**src/rtl/tx_pulse_sequencer.sv**
```systemverilog
// Burst/PRT sequencer for the transmit sync generator: Barker chip timing per PRT,
// with config changes applied only at PRT boundaries. Optional rx_blank output: TX_SEQ_BLANK_EN.
module tx_pulse_sequencer #(
    parameter int CNT_W      = 32,
    parameter int NP_W       = 16,
    parameter int BARKER_LEN = 11,
    parameter logic [BARKER_LEN-1:0] BARKER_CODE = 11'b11100010010
`ifdef TX_SEQ_BLANK_EN
    ,
    parameter int GUARD_CYC  = 64
`endif
) (
    input  logic             clk,
    input  logic             rst,
    input  logic [CNT_W-1:0] cfg_prt,
    input  logic [CNT_W-1:0] cfg_period,
    input  logic [NP_W-1:0]  cfg_npulses,
    input  logic             cfg_wr,
    input  logic             arm,
    input  logic             abort,
    output logic             start,
    output logic [CNT_W-1:0] PRT_count_wire,
    output logic [CNT_W-1:0] T_count_wire,
    output logic             prt_tick,
    output logic             chip_valid,
    output logic             chip_phase,
    output logic [NP_W-1:0]  pulse_idx,
    output logic             busy,
    output logic             done,
    output logic             cfg_err
`ifdef TX_SEQ_BLANK_EN
    ,
    output logic             rx_blank
`endif
);

    localparam logic [0:0] S_IDLE = 1'b0;
    localparam logic [0:0] S_RUN  = 1'b1;
    localparam int XW   = CNT_W + 4;
    localparam int CI_W = $clog2(BARKER_LEN + 1);

    logic [0:0]       r_state;
    logic [CNT_W-1:0] r_prt_cnt;
    logic [CNT_W-1:0] r_chip_cnt;
    logic [CI_W-1:0]  r_chip_idx;
    logic [NP_W-1:0]  r_pulse_idx;
    logic             r_done;
    logic             r_cfg_err;

    logic [CNT_W-1:0] r_act_prt;
    logic [CNT_W-1:0] r_act_period;
    logic [NP_W-1:0]  r_act_np;
    logic [CNT_W-1:0] r_pend_prt;
    logic [CNT_W-1:0] r_pend_period;
    logic [NP_W-1:0]  r_pend_np;
    logic             r_pend_flag;

    logic             w_run;
    logic [CNT_W-1:0] w_sel_prt;
    logic [CNT_W-1:0] w_sel_period;
    logic [XW-1:0]    w_sel_chips;
    logic             w_sel_ok;
    logic             w_prt_end;
    logic             w_last_pulse;
    logic             w_copy;
    logic [BARKER_LEN-1:0] w_code_sh;

    // Config that the next arm or PRT wrap would use: pending if present, else active.
    assign w_sel_prt    = r_pend_flag ? r_pend_prt    : r_act_prt;
    assign w_sel_period = r_pend_flag ? r_pend_period : r_act_period;
    assign w_sel_chips  = XW'(BARKER_LEN) * {4'b0000, w_sel_period};
    assign w_sel_ok     = (w_sel_prt >= CNT_W'(2)) && (w_sel_period != '0) &&
                          (w_sel_chips <= {4'b0000, w_sel_prt});

    assign w_run        = (r_state == S_RUN);
    assign w_prt_end    = (r_prt_cnt == r_act_prt - CNT_W'(1));
    assign w_last_pulse = (r_act_np != '0) && (r_pulse_idx == r_act_np - NP_W'(1));

    assign w_copy = !abort && r_pend_flag && w_sel_ok &&
                    ((!w_run && arm) || (w_run && w_prt_end && !w_last_pulse));

    always_ff @(posedge clk) begin
        if (rst) begin
            r_state       <= S_IDLE;
            r_prt_cnt     <= '0;
            r_chip_cnt    <= '0;
            r_chip_idx    <= '0;
            r_pulse_idx   <= '0;
            r_done        <= 1'b0;
            r_cfg_err     <= 1'b0;
            r_act_prt     <= '0;
            r_act_period  <= '0;
            r_act_np      <= '0;
            r_pend_prt    <= '0;
            r_pend_period <= '0;
            r_pend_np     <= '0;
            r_pend_flag   <= 1'b0;
        end else begin
            r_done    <= 1'b0;
            r_cfg_err <= 1'b0;

            if (w_copy) begin
                r_act_prt    <= r_pend_prt;
                r_act_period <= r_pend_period;
                r_act_np     <= r_pend_np;
                r_pend_flag  <= 1'b0;
            end
            // A write in the same cycle as a copy wins: the new values stay pending.
            if (cfg_wr) begin
                r_pend_prt    <= cfg_prt;
                r_pend_period <= cfg_period;
                r_pend_np     <= cfg_npulses;
                r_pend_flag   <= 1'b1;
            end

            if (abort) begin
                r_state     <= S_IDLE;
                r_prt_cnt   <= '0;
                r_chip_cnt  <= '0;
                r_chip_idx  <= '0;
                r_pulse_idx <= '0;
            end else if (!w_run) begin
                if (arm) begin
                    if (w_sel_ok) begin
                        r_state     <= S_RUN;
                        r_prt_cnt   <= '0;
                        r_chip_cnt  <= '0;
                        r_chip_idx  <= '0;
                        r_pulse_idx <= '0;
                    end else begin
                        r_cfg_err <= 1'b1;
                    end
                end
            end else if (w_prt_end) begin
                if (w_last_pulse) begin
                    r_state <= S_IDLE;
                    r_done  <= 1'b1;
                end else begin
                    r_prt_cnt   <= '0;
                    r_chip_cnt  <= '0;
                    r_chip_idx  <= '0;
                    r_pulse_idx <= r_pulse_idx + NP_W'(1);
                    if (r_pend_flag && !w_sel_ok) begin
                        r_cfg_err <= 1'b1;
                    end
                end
            end else begin
                r_prt_cnt <= r_prt_cnt + CNT_W'(1);
                if (r_chip_idx < CI_W'(BARKER_LEN)) begin
                    if (r_chip_cnt == r_act_period - CNT_W'(1)) begin
                        r_chip_cnt <= '0;
                        r_chip_idx <= r_chip_idx + CI_W'(1);
                    end else begin
                        r_chip_cnt <= r_chip_cnt + CNT_W'(1);
                    end
                end
            end
        end
    end

    // Shifting the code left puts the current chip in the MSB position.
    assign w_code_sh = BARKER_CODE << r_chip_idx;

    assign start          = w_run;
    assign busy           = w_run;
    assign prt_tick       = w_run && (r_prt_cnt == '0);
    assign chip_valid     = w_run && (r_chip_idx < CI_W'(BARKER_LEN));
    assign chip_phase     = chip_valid && w_code_sh[BARKER_LEN-1];
    assign pulse_idx      = r_pulse_idx;
    assign done           = r_done;
    assign cfg_err        = r_cfg_err;
    assign PRT_count_wire = r_act_prt;
    assign T_count_wire   = r_act_period;

`ifdef TX_SEQ_BLANK_EN
    logic [XW-1:0] w_act_chips;
    assign w_act_chips = XW'(BARKER_LEN) * {4'b0000, r_act_period};
    // Clipping at the PRT end is implicit since prt_cnt never reaches prt.
    assign rx_blank    = w_run && ({4'b0000, r_prt_cnt} < w_act_chips + XW'(GUARD_CYC));
`endif

endmodule

```
**config.mk**
```make
export PLATFORM = sky130hd
export DESIGN_NAME = tx_pulse_sequencer
export DESIGN_NICKNAME = d
export VERILOG_FILES = /design/src/rtl/tx_pulse_sequencer.sv
export SDC_FILE = /design/constraint.sdc
export NUM_CORES = 1
export LEC_CHECK = 0
export CAP_MARGIN = 20
export CORE_MARGIN = 1.5
export CORE_UTILIZATION = 60
export DETAILED_ROUTE_END_ITERATION = 7
export PLACE_DENSITY = 0.82
export SYNTH_ARGS = -nofsm -noshare
export SYNTH_HDL_FRONTEND = slang
export SYNTH_SLANG_ARGS = --single-unit
```
**constraint.sdc**
```tcl
create_clock -name clk -period 16.95 [get_ports clk]
set_input_delay 5.085 -clock clk [delete_from_list [all_inputs] [get_ports clk]]
set_output_delay 5.085 -clock clk [all_outputs]
set_load 0.02 [all_outputs]
```
==> run metrics, run 1 <==
run status finished clean; FFs w/ async S/R, synth 0; total track usage 0.3342; drt via density about 6.2; antenna-violating nets left 0; power per cell area 74.54 nW/um2; Final WS setup 8.029 ns; Syn Inst Count 2156; Die X-Extent 176.0 um; endpoints failing setup 0; Worst-Skew Late Latency 0.54 ns; post-synth top area cell dfxtp_1; Worst EP required 17.36 ns; Max clock buf depth 3; via count 16491; Critical Path Slowest Stage Cell buf_4; Crit path largest cell delay approximately 0.76 ns; Critical Path Most Common Cell a21oi_1; Commonest cells post-synth 302 x nor2_1, 248 x dfxtp_1, 223 x mux2i_1, 171 x inv_1, 136 x xnor2_1; Startpoint Class register; Detailed Route WL ~53000 um; placed cell areas slightly below 20000 um2; dpl hpwl 39700 um; Fin. Hold Viols 0; initial drt markers 1651; Worst setup EP type register; top cells by area, synth dfxtp_1 28%, mux2i_1 12%, ha_1 7.7%; Max-slew headroom 0.2732; Hold Slack about 0.5 ns; max cap viols 0; fin crit period about 8.9 ns; input/output buffers ~170; clock buffers created by TritonCTS 27; met3 usage 0.03854; CP Max Fanout 56; syn_nets between 2000 and 2500; RSZ-0062 raised after global routing false; Crit path max-delay family compound AO/OA/AOI/OAI gates; Synth Register Bits approximately 250; clk sinks between 200 and 250; Core ar. just under 30000 um2; clock slew at the register clock pins of the worst setup and hold paths approximately 0.06 ns; Final #Nets approximately 2500; routing usage on met1 0.4508; class of the worst hold path reg -> reg; post-layout util 0.7008; Clock Tree Root clkbuf_16; Fin Setup TNS 0 ns; fin crit share 0.5263; max-slew violation count 0; met2 Use GR 0.5496; vias in the first global route around 16000; 1st-pass router iterations 6; ant diodes 0; Leak about 9 nW; Setup CP Type reg -> reg; CTS-repair resized insts 0; GRT busiest layer met2; hold buffers post-CTS 0; first-pass GRT wire length about 83000 um; post-CTS setup buffers 0; worst clock skew 0.01028 ns; Worst VDD drop ~66 uV; RD Place Congestion ~0.95; post-synth top area share 0.2765; Worst Max-Slew Pin Slew 1.082 ns; ratio of cells with drive above 1 in the final layout 0.05514; ys flop type dfxtp_1; die area roughly 31000 um2; Cell Area, Synth ~18000 um2; Critical Path AT between 9 and 10 ns; most common cell in the synthesized netlist nor2_1; final design area excluding fillers between 20000 and 25000 um2; CTS tree done; row count between 60 and 70; IO Count 172; Synth Area per Inst around 8.3 um2; DR DRC count 0; total gr overflow 0; number of H-tree levels 1; sequential fraction of the synthesis area 0.2765; initial antenna violation count 0; fmax 0.1121 GHz; dpl ws 8.196 ns; Synth warnings 0; wire length per cell 19.88 um; Fillers 2366; die outline height between 150 and 200 um; Initial Util 0.6074; distinct cell type count after synthesis 83; Post-synth EDFFs 0; WP buf/inv 6; area grow syn2layout 15.38%; pin count of the biggest net entering global routing 88
final timing paths:
check	cells after the start	startpoint	slack (ns)	to
worst max-delay path	32	r_pend_flag	8.03	r_chip_cnt[5]
worst min-delay path	2	r_pend_np[14]	0.50	r_pend_np[14]
worst max register to register	32	r_pend_flag	8.03	r_chip_cnt[5]
worst min register to register	2	r_pend_np[14]	0.50	r_pend_np[14]
worst register-to-register path, delay by kind of cell, from the launching register on:
family,cells,cell delay [ns]
AOI/OAI and AO/OA,15,3.99
xor gates and xnor gates,1,0.08
adders and majority gates,4,1.39
buffers and inverters,6,1.73
DFF,1,0.64
muxes,1,0.43
and+or+nand+nor,5,0.53
where the power goes:
part	internal, mW	switching (mW)
combinational	0.121	0.169
sequential	0.598	0.0242
clock	0.387	0.246
total	1.11	0.439
sequential cells by signal, indices dropped and copies added (netlist names):
signal and count:
PRT_count_wire 32, r_pend_period 32, busy 1, r_chip_idx 4, r_pend_prt 32, done 1
pulse_idx 16, r_pend_flag 1, r_prt_cnt 32, T_count_wire 32, r_act_np 16, cfg_err 1
r_pend_np 16, r_chip_cnt 32
per-layer routing:
metal,wire length [um],part of all wire
met1,22530,0.43
met2,24570,0.47
met3,3861,0.073
met4,1863,0.035
met5,0,0
final cells by class:
| cell class | instances | area [um2] | share of cell area |
|---|---|---|---|
| inverters | 171 | 641.9 | 0.03099 |
| well taps | 390 | 488.0 | 0.02356 |
| repair buffers | 182 | 1784 | 0.08613 |
| multi-input cells | 1617 | 11870 | 0.5731 |
| clock inverters | 12 | 166.4 | 0.008033 |
| clock buffers | 37 | 793.3 | 0.03829 |
| flip-flops and latches | 248 | 4969 | 0.2399 |
through the flow:
step | cells | total power [mW]
after floorplan | 2156 | 0.8304
after global placement | 2605 | 0.9073
after detailed placement | 2607 | 0.9175
after CTS | 2656 | 1.546
after global routing | 2657 | 1.604
final | 2657 | 1.544
cells in the final DEF (no fill, tap or decap), types with 8 or more instances in the layout:
| cell | n |
|---|---|
| a211oi_1 | 11 |
| a21o_1 | 25 |
| a21oi_1 | 74 |
| a22oi_1 | 8 |
| a31oi_1 | 14 |
| and2_1 | 13 |
| and3_1 | 22 |
| and4_1 | 11 |
| buf_4 | 11 |
| clkbuf_16 | 27 |
| clkbuf_8 | 8 |
| clkdlybuf4s50_1 | 169 |
| dfxtp_1 | 247 |
| fa_1 | 29 |
| ha_1 | 110 |
| inv_1 | 171 |
| mux2_2 | 10 |
| mux2i_1 | 223 |
| nand2_1 | 93 |
| nand2b_1 | 13 |
| nand3_1 | 55 |
| nand4_1 | 42 |
| nand4b_1 | 8 |
| nor2_1 | 302 |
| nor2_2 | 9 |
| nor2b_1 | 16 |
| nor3_1 | 64 |
| nor3b_1 | 9 |
| nor4_1 | 48 |
| nor4_2 | 14 |
| nor4b_1 | 8 |
| o211ai_1 | 10 |
| o21a_1 | 8 |
| o21ai_0 | 55 |
| or3_1 | 10 |
| or4_1 | 17 |
| xnor2_1 | 136 |
| xor2_1 | 49 |
cells by family (layout without fill, tap and decap cells):
group / count (synthesis) / in the layout / share of synthesized area
simple gates: 783 / 783 / 0.2259
fa+ha+maj: 139 / 139 / 0.1090
mux: 233 / 233 / 0.1306
flops: 248 / 248 / 0.2765
buf+inv: 291 / 402 / 0.06377
compound gates: 274 / 274 / 0.1005
xor+xnor: 188 / 188 / 0.09373
Power figures use the tool's default switching activity.
==> run 2: changes to the inputs <==
--- a/config.mk
+++ b/config.mk
@@ -7,9 +7,9 @@
 export LEC_CHECK = 0
 export CAP_MARGIN = 20
 export CORE_MARGIN = 1.5
-export CORE_UTILIZATION = 60
+export CORE_UTILIZATION = 53
 export DETAILED_ROUTE_END_ITERATION = 7
-export PLACE_DENSITY = 0.82
+export PLACE_DENSITY = 0.77
 export SYNTH_ARGS = -nofsm -noshare
 export SYNTH_HDL_FRONTEND = slang
 export SYNTH_SLANG_ARGS = --single-unit
==> constraint.sdc (replaced) <==
create_clock -name clk -period 7.82 [get_ports clk]
set_input_delay 2.346 -clock clk [delete_from_list [all_inputs] [get_ports clk]]
set_output_delay 2.346 -clock clk [all_outputs]
set_load 0.02 [all_outputs]
==> run metrics, run 2 (synthesis gave the netlist of run 1 again) <==
initial drt markers 1375 (-17%); placed cell areas 19920 um2 (+0.84%); Final #Nets 2480 (+0.36%); pin count of the biggest net entering global routing 97 (+10%); Core ar. 33450 um2 (+13%); Critical Path Slowest Stage Cell dfxtp_4; class of the worst hold path reg -> reg; fmax 0.1358 GHz (+21%); dpl hpwl 40740 um (+2.6%); ratio of cells with drive above 1 in the final layout 0.06058 (+0.005441); Hold Slack 0.4838 ns (-0.01781 ns); Initial Util 0.5368 (-0.07061); total track usage 0.2970 (-0.03713); Worst EP required 8.24 ns (-9.12 ns); Leak 9.336 nW (+0.72%); die area 34990 um2 (+13%); area of the multi-input gates 11900 um2 (+0.23%); first-pass GRT wire length 84240 um (+1.6%); run status finished clean; Critical Path AT 7.78 ns (-1.55 ns); vias in the first global route 15737 (+0.65%); power per cell area 159.7 nW/um2 (+110%); area grow syn2layout 16.59%; max-slew violation count 0 (unchanged); clk sinks 248 (unchanged); wire length per cell 19.58 um (-1.5%); clock buffers created by TritonCTS 28 (+3.7%); most frequent cells in the layout 302 x nor2_1, 247 x dfxtp_1, 222 x mux2i_1; R2R Path End r_chip_cnt[8]; fin crit share 0.9420 (+0.4156); Worst VDD drop 134.9 uV (+100%); endpoints failing setup 0 (unchanged); R2R Setup Slk 0.45 ns (-7.57 ns); number of H-tree levels 1 (unchanged); Setup CP Type reg -> reg; fin crit period 7.366 ns (-1.555 ns); Fillers 2902 (+23%); Detailed Route WL 53410 um (+1.1%); DR DRC count 0 (unchanged); register area 4969 um2 (unchanged); r2r startpoint r_pend_flag; Fin. Hold Viols 0 (unchanged); Worst-Skew Late Latency 0.55 ns (about the same); Die X-Extent 187.1 um (+6.3%); max cap viols 0 (unchanged); commonest non-fill, non-tap cell in the layout nor2_1; Clock Tree Root clkbuf_16; initial antenna violation count 1 (+1); worst clock skew 0.02076 ns (+0.01047 ns); Worst Hold Depth 2 (unchanged); via count 16177 (-1.9%); reg2reg path depth 31 (-3.1%); Startpoint Class register; Max-slew headroom 0.3025 (+0.02930); CP startpoint r_pend_flag; CTS tree done; Total Power 3.342 mW (+120%); Crit path largest cell delay 0.50 ns (-0.26 ns); row count 67 (+6.3%); antenna-violating nets left 0 (unchanged); post-layout util 0.6258 (-0.07497); final design area excluding fillers 20930 um2 (+1.1%); die outline height 187.1 um (+6.3%); total gr overflow 0 (unchanged); Max clock buf depth 3 (unchanged); drt via density 5.932 (-4.4%); Critical Path Most Common Cell a21oi_1; clock slew at the register clock pins of the worst setup and hold paths 0.06 ns (about the same); input/output buffers 171 (unchanged); 1st-pass router iterations 5 (-1); CP Max Fanout 33 (-41%); Hold Path End r_act_np[3]; Worst Max-Slew Pin Slew 1.037 ns (-0.04518 ns); hold_sp r_pend_np[3]; RD Place Congestion 0.9881 (+4.2%); Worst setup EP type register; RSZ-0062 raised after global routing false; Fin Setup TNS 0 ns (unchanged); IO Count 172 (unchanged)
-- run 2: metal layers --
metal / GRT usage / vias to the layer above / part of all wire
li1: - / 7726 / -
met1: 0.3877 / 7711 / 0.42
met2: 0.5020 / 629 / 0.47
met3: 0.04822 / 111 / 0.075
met4: 0.09367 / 0 / 0.029
met5: 0 / - / 0
-- run 2: repair_timing --
| item | CTS | global route |
|---|---|---|
| hold endpoints to repair | 0 | 0 |
| hold buffers | 0 | 0 |
| endpoints found under the setup margin | 0 | 148 |
| buffers inserted | 0 | 2 |
| gates resized for setup | 0 | 7 |
-- run 2: final cells by class --
| class | count | area share |
|---|---|---|
| clock buffer | 39 | 0.03885 |
| inverter | 171 | 0.03066 |
| antenna | 1 | 0.0001195 |
| clock inverter | 13 | 0.006455 |
| timing repair buffer | 190 | 0.09127 |
| sequential | 248 | 0.2374 |
| tap | 448 | 0.02678 |
| multi-input combinational | 1617 | 0.5685 |
-- run 2: worst max-delay path by stage --
stage | endpoint | cells past startpoint
after CTS | r_chip_cnt[10] | 32
after floorplan | r_prt_cnt[30] | 34
after detailed placement | r_chip_cnt[10] | 32
after global routing | r_chip_cnt[8] | 31
final | r_chip_cnt[8] | 31
after global placement | r_chip_cnt[10] | 32
-- run 2: report_power, final --
part	total, mW	switching [mW]	leakage [nW]	internal (mW)
logic	0.651	0.373	6.85	0.278
clock network	1.35	0.549	0.476	0.797
registers	1.35	0.0499	2.01	1.30
-- run 2: stage by stage --
step / std cells / setup WS (ns)
after floorplan: 2156 / 0.4073
after global placement: 2672 / 0.3110
after detailed placement: 2672 / 0.1289
after CTS: 2724 / 0.1099
after global routing: 2726 / 0.007756
final: 2727 / 0.4539
-- run 2: worst max-delay path, delay by kind of cell, from the launching register on --
| family | cells | cell delay [ns] |
|---|---|---|
| AO/OA/AOI/OAI | 14 | 3.06 |
| XOR/XNOR | 2 | 0.27 |
| adder cells (fa/ha/maj) | 4 | 1.36 |
| buffers and inverters | 5 | 0.80 |
| flip-flops | 1 | 0.50 |
| multiplexers | 1 | 0.41 |
| AND/OR/NAND/NOR | 5 | 0.79 |
==> run 3: changes to the inputs <==
--- a/config.mk
+++ b/config.mk
@@ -7,9 +7,10 @@
 export LEC_CHECK = 0
 export CAP_MARGIN = 20
 export CORE_MARGIN = 1.5
-export CORE_UTILIZATION = 53
+export CORE_UTILIZATION = 37
 export DETAILED_ROUTE_END_ITERATION = 7
-export PLACE_DENSITY = 0.77
+export HOLD_SLACK_MARGIN = 0.08
+export PLACE_DENSITY = 0.57
 export SYNTH_ARGS = -nofsm -noshare
 export SYNTH_HDL_FRONTEND = slang
 export SYNTH_SLANG_ARGS = --single-unit
==> run metrics, run 3 (synthesis gave the netlist of run 1 again) <==
Net Sw Frac 0.2908 (about the same); Worst EP required 8.27 ns (+0.03 ns); ant diodes 0 (-1); final design area excluding fillers 21200 um2 (+1.3%); Crit path largest cell delay 0.50 ns (about the same); total gr overflow 0 (unchanged); CP startpoint r_pend_flag; die outline height 223.3 um (+19%); drt via density 5.508 (-7.1%); vias in the first global route 15438 (-1.9%); initial drt markers 1164 (-15%); clock buffers created by TritonCTS 29 (+3.6%); pin count of the biggest net entering global routing 100 (+3.1%); Reg power frac 0.398 (-0.005); Setup CP Type reg -> reg; Detailed Route WL 56870 um (+6.5%); combinational power share 0.194 (about the same); total track usage 0.2224 (-0.07460); IO Count 172 (unchanged); class of the worst hold path reg -> reg; Fin Setup TNS 0 ns (unchanged); Core ar. 47850 um2 (+43%); hold buffers post-CTS 0 (unchanged); Critical Path AT 7.70 ns (-0.08 ns); Die X-Extent 223.3 um (+19%); via count 15996 (-1.1%); Final WS setup 0.5638 ns (+0.1098 ns); Worst-Skew Late Latency 0.57 ns (+0.02 ns); DR DRC count 0 (unchanged); RD Place Congestion 0.8905 (-9.9%); Clock Tree Root clkbuf_16; clock slew at the register clock pins of the worst setup and hold paths 0.06 ns (about the same); Startpoint Class register; first-pass GRT wire length 88090 um (+4.6%); Worst setup EP type register; Fin. Hold Viols 0 (unchanged); initial antenna violation count 1 (unchanged); fin crit share 0.9279 (-0.01405); endpoints failing setup 0 (unchanged); r2r startpoint r_pend_flag; antenna-violating nets left 0 (unchanged); wire length per cell 19.58 um (about the same); die area 49850 um2 (+42%); power per cell area 159.4 nW/um2 (-0.15%); Critical Path Slowest Stage Cell fa_1; Worst VDD drop 151.4 uV (+12%); dpl ws 0.2130 ns (+0.08404 ns); clk sinks 248 (unchanged); commonest non-fill, non-tap cell in the layout nor2_1; hold_sp r_pend_np[7]; input/output buffers 171 (unchanged); Pint 2.397 mW (+1.2%); Max-slew headroom 0.2861 (-0.01642); most frequent cells in the layout 302 x nor2_1, 247 x dfxtp_1, 223 x mux2i_1; CTS tree done; fmax 0.1378 GHz (+1.5%); row count 80 (+19%); switching power total 982.9 uW (+1.1%); worst clock skew 0.01654 ns (-0.004220 ns); Max clock buf depth 3 (unchanged); run status finished clean; Final #Nets 2491 (+0.44%); area grow syn2layout 18.10%; max-slew violation count 0 (unchanged); placed cell areas 20210 um2 (+1.5%); number of H-tree levels 1 (unchanged); Initial Util 0.3752 (-0.1615); 1st-pass router iterations 6 (+1); Leak 9.387 nW (+0.55%); ratio of cells with drive above 1 in the final layout 0.06335 (+0.002767); clock power share 0.408 (+0.005); fin crit period 7.256 ns (-0.1098 ns); dpl hpwl 43710 um (+7.3%); Worst Max-Slew Pin Slew 1.071 ns (+0.03420 ns); CP Max Fanout 34 (+3.0%); max cap viols 0 (unchanged)
[run 3: path summary, 6_finish.rpt]
| check | endpoint | slack (ns) | cells after the start |
|---|---|---|---|
| hold reg to reg | r_act_np[7] | 0.49 | 2 |
| hold / removal | r_act_np[7] | 0.49 | 2 |
| setup / recovery | r_chip_cnt[8] | 0.56 | 32 |
| setup reg to reg | r_chip_cnt[8] | 0.56 | 32 |
[run 3: critical path, delay by kind of cell (launching register included)]
| kind | cells | cell delay [ns] |
|---|---|---|
| flip-flops | 1 | 0.47 |
| XOR/XNOR | 2 | 0.27 |
| AO/OA/AOI/OAI | 15 | 3.14 |
| buffers and inverters | 5 | 0.77 |
| adder cells (fa/ha/maj) | 4 | 1.31 |
| AND/OR/NAND/NOR | 5 | 0.76 |
| multiplexers | 1 | 0.40 |
[run 3: power by group through the flow]
| stage | clock network [mW] | registers [mW] | logic, mW |
|---|---|---|---|
| floorplan | 0 | 1.35 | 0.449 |
| global placement | 0 | 1.37 | 0.640 |
| detailed placement | 0 | 1.37 | 0.650 |
| CTS | 1.41 | 1.34 | 0.654 |
| global route | 1.47 | 1.35 | 0.721 |
| finish | 1.38 | 1.34 | 0.656 |
[run 3: per-stage QoR]
step | power, mW | util | hold slack, ns | instances
floorplan | 1.800 | - | 0.4555 | 2156
global placement | 2.011 | 0.4223 | 0.4647 | 2850
detailed placement | 2.022 | 0.4223 | 0.4759 | 2850
CTS | 3.408 | 0.4424 | 0.4953 | 2903
global route | 3.539 | 0.4431 | 0.5317 | 2904
finish | 3.380 | 0.4431 | 0.4899 | 2904
[run 3: routing by layer]
| layer | routed length [um] | vias up | share of wire | GRT usage |
|---|---|---|---|---|
| met4 | 1058 | 0 | 0.019 | 0.05275 |
| li1 | - | 7764 | - | - |
| met1 | 25520 | 7756 | 0.45 | 0.2947 |
| met3 | 2670 | 65 | 0.047 | 0.02226 |
| met2 | 27620 | 411 | 0.49 | 0.3879 |
| met5 | 0 | - | 0 | 0 |
[run 3: timing repair]
item / CTS / global route
gates resized for setup: 0 / 9
setup endpoints to repair: 0 / 124
setup buffers: 0 / 1
[run 3: final cells by class]
cell class	count	area, um2
clock buffer	38	769.5
clock inverter	15	188.9
fill	4742	26640
inverter	171	641.9
multi-input combinational	1617	11900
sequential	248	4969
tap	615	769.5
timing repair buffer	200	1969
